--- src/rtl/regdump_pkg.sv ---
// regdump_pkg: shared definitions for the register-file dump engine.
//   state_t  - dump FSM states (IDLE, READ, HOLD)
//   DW_DEF   - default register data width
//   AW_DEF   - default register address width
//   NREGS    - number of architectural registers
package regdump_pkg;

  typedef enum logic [1:0] {
    IDLE = 2'd0,
    READ = 2'd1,
    HOLD = 2'd2
  } state_t;

  localparam int DW_DEF = 32;
  localparam int AW_DEF = 5;
  localparam int NREGS  = 32;

endpackage

--- src/rtl/regdump.sv ---
// regdump: walks a range of register-file entries through a combinational
// read port and presents each value on a valid/ready stream.
//
// Ports
//   clk, reset            clock, asynchronous active-high reset
//   start                 one-cycle dump request (honoured in IDLE only)
//   first_addr, last_addr dump range, sampled with start; range may wrap
//   ra / rd               register-file read address / combinational data
//   we3, wa3, wd3         snooped register-file write port
//   dout_valid/ready      output handshake
//   dout_data/addr/last   register value, its index, final-word flag
//   busy                  FSM not in IDLE
//   done                  one-cycle pulse after the final word is accepted
//
// Build option
//   REGDUMP_FWD_EN  when defined, a write to the register being read in the
//                   same cycle is forwarded into dout_data (register 0 is
//                   never forwarded). When undefined the write port is ignored.
module regdump
  import regdump_pkg::*;
#(
  parameter int DW = DW_DEF,
  parameter int AW = AW_DEF
) (
  input  logic          clk,
  input  logic          reset,
  input  logic          start,
  input  logic [AW-1:0] first_addr,
  input  logic [AW-1:0] last_addr,
  output logic [AW-1:0] ra,
  input  logic [DW-1:0] rd,
  input  logic          we3,
  input  logic [AW-1:0] wa3,
  input  logic [DW-1:0] wd3,
  output logic          dout_valid,
  input  logic          dout_ready,
  output logic [DW-1:0] dout_data,
  output logic [AW-1:0] dout_addr,
  output logic          dout_last,
  output logic          busy,
  output logic          done
);

  state_t        state, state_nx;
  logic [AW-1:0] cnt;
  logic [AW-1:0] last_q;
  logic          hs;
  logic          at_last;
  logic [DW-1:0] cap_data;

  assign at_last = (cnt == last_q);
  assign hs      = (state == HOLD) && dout_ready;

`ifdef REGDUMP_FWD_EN
  // A write landing on the register being read this cycle wins over the
  // stale read data; register 0 is hardwired and never forwarded.
  assign cap_data = (we3 && (wa3 == ra) && (ra != '0)) ? wd3 : rd;
`else
  logic unused_snoop;
  assign unused_snoop = &{1'b0, we3, wa3, wd3};
  assign cap_data     = rd;
`endif

  always_comb begin
    state_nx   = state;
    ra         = '0;
    dout_valid = 1'b0;
    dout_last  = 1'b0;
    busy       = (state != IDLE);
    case (state)
      IDLE: begin
        if (start) state_nx = READ;
      end
      READ: begin
        ra       = cnt;
        state_nx = HOLD;
      end
      HOLD: begin
        dout_valid = 1'b1;
        dout_last  = at_last;
        if (hs) state_nx = at_last ? IDLE : READ;
      end
      default: state_nx = IDLE;
    endcase
  end

  always_ff @(posedge clk or posedge reset) begin
    if (reset) state <= IDLE;
    else       state <= state_nx;
  end

  // Address counter and latched end of range
  always_ff @(posedge clk or posedge reset) begin
    if (reset) begin
      cnt    <= '0;
      last_q <= '0;
    end else if ((state == IDLE) && start) begin
      cnt    <= first_addr;
      last_q <= last_addr;
    end else if (hs && !at_last) begin
      cnt    <= cnt + AW'(1);
    end
  end

  // Output word capture (READ -> HOLD boundary)
  always_ff @(posedge clk or posedge reset) begin
    if (reset) begin
      dout_data <= '0;
      dout_addr <= '0;
    end else if (state == READ) begin
      dout_data <= cap_data;
      dout_addr <= cnt;
    end
  end

  always_ff @(posedge clk or posedge reset) begin
    if (reset) done <= 1'b0;
    else       done <= hs && at_last;
  end

endmodule
--- config.mk ---
export PLATFORM = sky130hd
export DESIGN_NAME = regdump
export DESIGN_NICKNAME = d
export VERILOG_FILES = /design/src/rtl/regdump_pkg.sv /design/src/rtl/regdump.sv
export SDC_FILE = /design/constraint.sdc
export NUM_CORES = 1
export LEC_CHECK = 0
export ABC_AREA = 1
export CAP_MARGIN = 40
export CELL_PAD_IN_SITES_DETAIL_PLACEMENT = 0
export CELL_PAD_IN_SITES_GLOBAL_PLACEMENT = 2
export CORE_MARGIN = 8
export CORE_UTILIZATION = 19
export CTS_CLUSTER_DIAMETER = 100
export DETAILED_ROUTE_END_ITERATION = 8
export GPL_ROUTABILITY_DRIVEN = 0
export PLACE_DENSITY_LB_ADDON = 0.08
export SYNTH_ARGS = -nofsm -noshare
export SYNTH_HDL_FRONTEND = slang
export SYNTH_SLANG_ARGS = --single-unit
export TNS_END_PERCENT = 30
--- constraint.sdc ---
create_clock -name clk -period 1.56 [get_ports clk]
set_clock_uncertainty 0.15 [all_clocks]
set_input_delay 0.312 -clock clk [delete_from_list [all_inputs] [get_ports clk]]
set_output_delay 0.312 -clock clk [all_outputs]
set_load 0.01 [all_outputs]
# Yosys cells after proc, flatten, opt, wreduce, memory -nomap -nowiden

Index checks and enable logic that the tools add are counted.

Muxes and demuxes: 9
Add/sub/neg operators: 1
Equality and inequality tests: 5
Reduce and logical (&&, ||, !) cells: 9

Operator list:

| kind                | number |
|---|---|
| $mux 5              | 3 |
| $pmux 2 s3          | 1 |
| $add 5x1->5 const B | 1 |
| $eq 5x5->1          | 1 |
| $logic_and 1x1->1   | 4 |
| $mux 2              | 2 |
| $ne 2x2->1 const B  | 2 |
| $reduce_bool 2->1   | 2 |
| $mux 1              | 3 |
| $eq 2x1->1 const B  | 1 |
| $eq 2x2->1 const B  | 1 |
| $logic_not 2->1     | 1 |
| $reduce_and 2->1    | 1 |
| $logic_not 1->1     | 1 |

Register bits after elaboration: 50
Word-level logic and storage cells: 30
Output and inout port bits: 46

# Depth between registers and ports, before layout

Word-level depth: 5
Depth in mapped cells: 9
Gate-level depth less buffers: 8

# Worst setup path before layout

No wires, ideal clock.

Path kind: register to output
Start: reg cnt[2]
End: out dout_last
Cell stages (with the launch flop): 7
Slack: 0.093 ns
Required time: 1.098 ns
Data arrival time: 1.005 ns
Cell sequence: dfrtp_1 buf_4 nand2_1 nand2_1 nor2_2 nand3_2 nor2_1

Word-level cells in the longest chain between the ends: 2

Ends and longest elaborated chain:

| what                   | RTL line       | text |
|---|---|---|
| from (decl)            | regdump.sv:45  | `logic [AW-1:0] cnt;` |
| from (signal assigned) | regdump.sv:98  | `cnt <= first_addr;` |
| from (signal assigned) | regdump.sv:101 | `cnt <= cnt + AW'(1);` |
| $eq 5x5->1             | regdump.sv:51  | `assign at_last = (cnt == last_q);` |
| $mux 1                 | regdump.sv:70  | `case (state)` |
| to (decl)              | regdump.sv:39  | `output logic dout_last,` |

Every way passes these cells.

# Worst setup path in the final report

Start: reg cnt[0]
End: out dout_last

Same word-level chain as after synthesis.

==> results.json <==
{
  "cts_buffers": 5,
  "cts_hold_buf": 0,
  "yosysUniqueCellTypes": 21,
  "die_area_sq_mm": 0.0151,
  "synth_cells": 192,
  "synth_seq_area_share_pct": 57.4,
  "status": "finished with violations",
  "slowest_stage": "dfrtp_1",
  "grt_max_degree": 40,
  "wl_per_cell_um": 14.6,
  "core_sq_mm": 0.0113,
  "max_cap_violations": 0,
  "drt-total-wl_um": 6760,
  "dp_slack_ns": -0.366,
  "stdcell_count": 462,
  "min_path_type": "in -> async",
  "required_ns": 1.10,
  "chipHeight_um": 123,
  "via_count": 1781,
  "hpwl_um": 5070,
  "finalCriticalPeriod_ns": 1.76,
  "antenna_found_initial": 0,
  "grt_pass1_wl_um": 10300,
  "cp.arrival_ns": 1.30,
  "crit_path_cell_trace": "nor2_2, nor2_1, nor2_2, nand3_2, nor2_1, buf_2",
  "drc": 0,
  "clk_pin_slew_ns": 0.07,
  "synthesis.area_sq_mm": 0.00218,
  "slew_viol_final": 0,
  "grt.overflow.total": 0,
  "crit_buf_inv": 1,
  "clk_path_buf_depth": 2,
  "critPathMaxStageDelay_ns": 0.41,
  "insertion_delay_ns": 0.28,
  "syn_nets": 277,
  "leakagePower_nw": 1.74,
  "multi_input_area_sq_um": 920,
  "place_inst": 446,
  "drive_gt1_share_pct": 35.4,
  "area_delta_synth_final_pct": 73.2,
  "critical-path-top-delay-family": "simple AND/OR/NAND/NOR gates",
  "ant_nets": 0,
  "fillers": 1189,
  "row_count": 39,
  "io_pins": 130,
  "htreeDepth": 2,
  "synth_warnings": 0,
  "synth.avg_cell_area_sq_um": 11.3,
  "final_nets": 403,
  "path_max_fanout": 3,
  "worst_pin_slew_ns": 0.251,
  "mostFrequentLayoutCells": "dfrtp_1, clkdlybuf4s50_1, dlygate4sd2_1, nand2_1, mux2_2",
  "rsz0062_at_grt": "true",
  "relSlewSlack_pct": 83.2,
  "portBuffers": 91,
  "crit_type": "reg -> out",
  "grt_usage_pct": 8.63,
  "fin_crit_sh_pct": 113,
  "setup_violations": 7,
  "drt_first_pass_iters": 4,
  "setup_slack_ns": -0.199,
  "fmax_ghz": 0.569,
  "violations": "setup timing",
  "vdd_drop_max_mv": 0.654,
  "drt_iter0_drc": 60,
  "layout_commonest_cell": "dfrtp_1",
  "cts.sinks": 50,
  "antenna_cells": 0,
  "grt_pass1_vias": 1915,
  "p_per_area_mw_per_mm2": 1980,
  "initial_core_util_pct": 19.2,
  "end_kind": "output port",
  "hold_viol": 0,
  "register_area_sq_mm": 0.00125,
  "cts_tree": "built",
  "cts-root-buf": "clkbuf_16",
  "start_kind": "register",
  "viasPerCell": 3.85,
  "ys_seq_elements": 50,
  "dieWidth_um": 123
}
[per-stage QoR]
stage	TNS [ns]	instance area, sq um	hold WS [ns]	power [W]	utilization (%)
final	-0.512	3770	0.266	0.00748	33.3
after global routing	-1.53	3770	0.285	0.00806	33.3
after CTS	-0.701	3640	0.266	0.00734	32.1
after detailed placement	-6.35	3430	0.323	0.00618	30.3
after global placement	-6.09	3430	0.317	0.00617	30.3
after floorplan	0	2180	0.204	0.00419	-
[layout make-up]
type	instances	share of cell area (%)
Tap cell	143	4.74
Multi-Input combinational cell	120	24.4
Inverter	14	1.56
Clock buffer	7	3.52
Timing Repair Buffer	127	31.8
Clock inverter	1	0.796
Sequential cell	50	33.2
[registers in the layout (all words and copies together), names as in the netlist]
register   cells
done           1
last_q         5
dout_addr      5
dout_data     32
cnt            5
state          2
[cell usage after synthesis (all sizes together)]
cell type	instances	share of area (%)
nand2	34	6.4
dfrtp	50	57
ha	1	0.57
a21oi	4	0.92
xnor2	2	0.80
nor2	17	3.4
o21ai	6	1.4
nand4	3	0.86
inv	14	2.4
buf	8	2.8
mux2	34	18
nand3	19	4.6
[worst reg2reg max path: cells and delay by family, from the launching register on]
family	cells	cell delay, ns
multiplexers	1	0.36
buffers and inverters	2	0.29
AND/OR/NAND/NOR	1	0.15
flip-flops	1	0.47
[where the power goes]
part / total [W] / leakage (nW) / switching [W] / internal [W]
clock: 0.00122 / 0.0781 / 0.000459 / 0.000759
combinational: 0.00397 / 1.07 / 0.00179 / 0.00218
sequential: 0.00229 / 0.595 / 0.000348 / 0.00194
total: 0.00748 / 1.74 / 0.00260 / 0.00488
[what timing repair did]
item / 4_1_cts / 5_1_grt
pin swaps: 4 / 10
setup buffers: 5 / 6
setup endpoints to repair: 75 / 42
gates resized for setup: 97 / 33
[cell families after synthesis]
family,after synthesis,share of synthesized area (%)
AND/OR/NAND/NOR,73,15.3
flip-flops,50,57.4
multiplexers,34,18.4
buffers and inverters,22,5.17
AO/OA/AOI/OAI,10,2.30
XOR/XNOR,2,0.804
adder cells (fa/ha/maj),1,0.574
[layer usage]
layer | track usage (%) | wire [um]
met2 | 14.8 | 3380
met4 | 2.03 | 35
met3 | 2.60 | 470
met5 | 0 | 0
met1 | 10.3 | 2880
[path summary, 6_finish.rpt]
kind | end | start | slack (ns) | depth (start not counted)
worst max-delay path | dout_last | cnt[0] | -0.20 | 6
worst max register to register | dout_data[30] | state[0] | 0.02 | 4
max in group asynchronous | state[0] | reset | 0.76 | 3
min in group clk | dout_addr[0] | dout_addr[0] | 0.33 | 2
worst min register to register | dout_addr[0] | dout_addr[0] | 0.33 | 2
worst min-delay path | dout_data[19] | reset | 0.27 | 3
(Power assumes the default switching activity.)
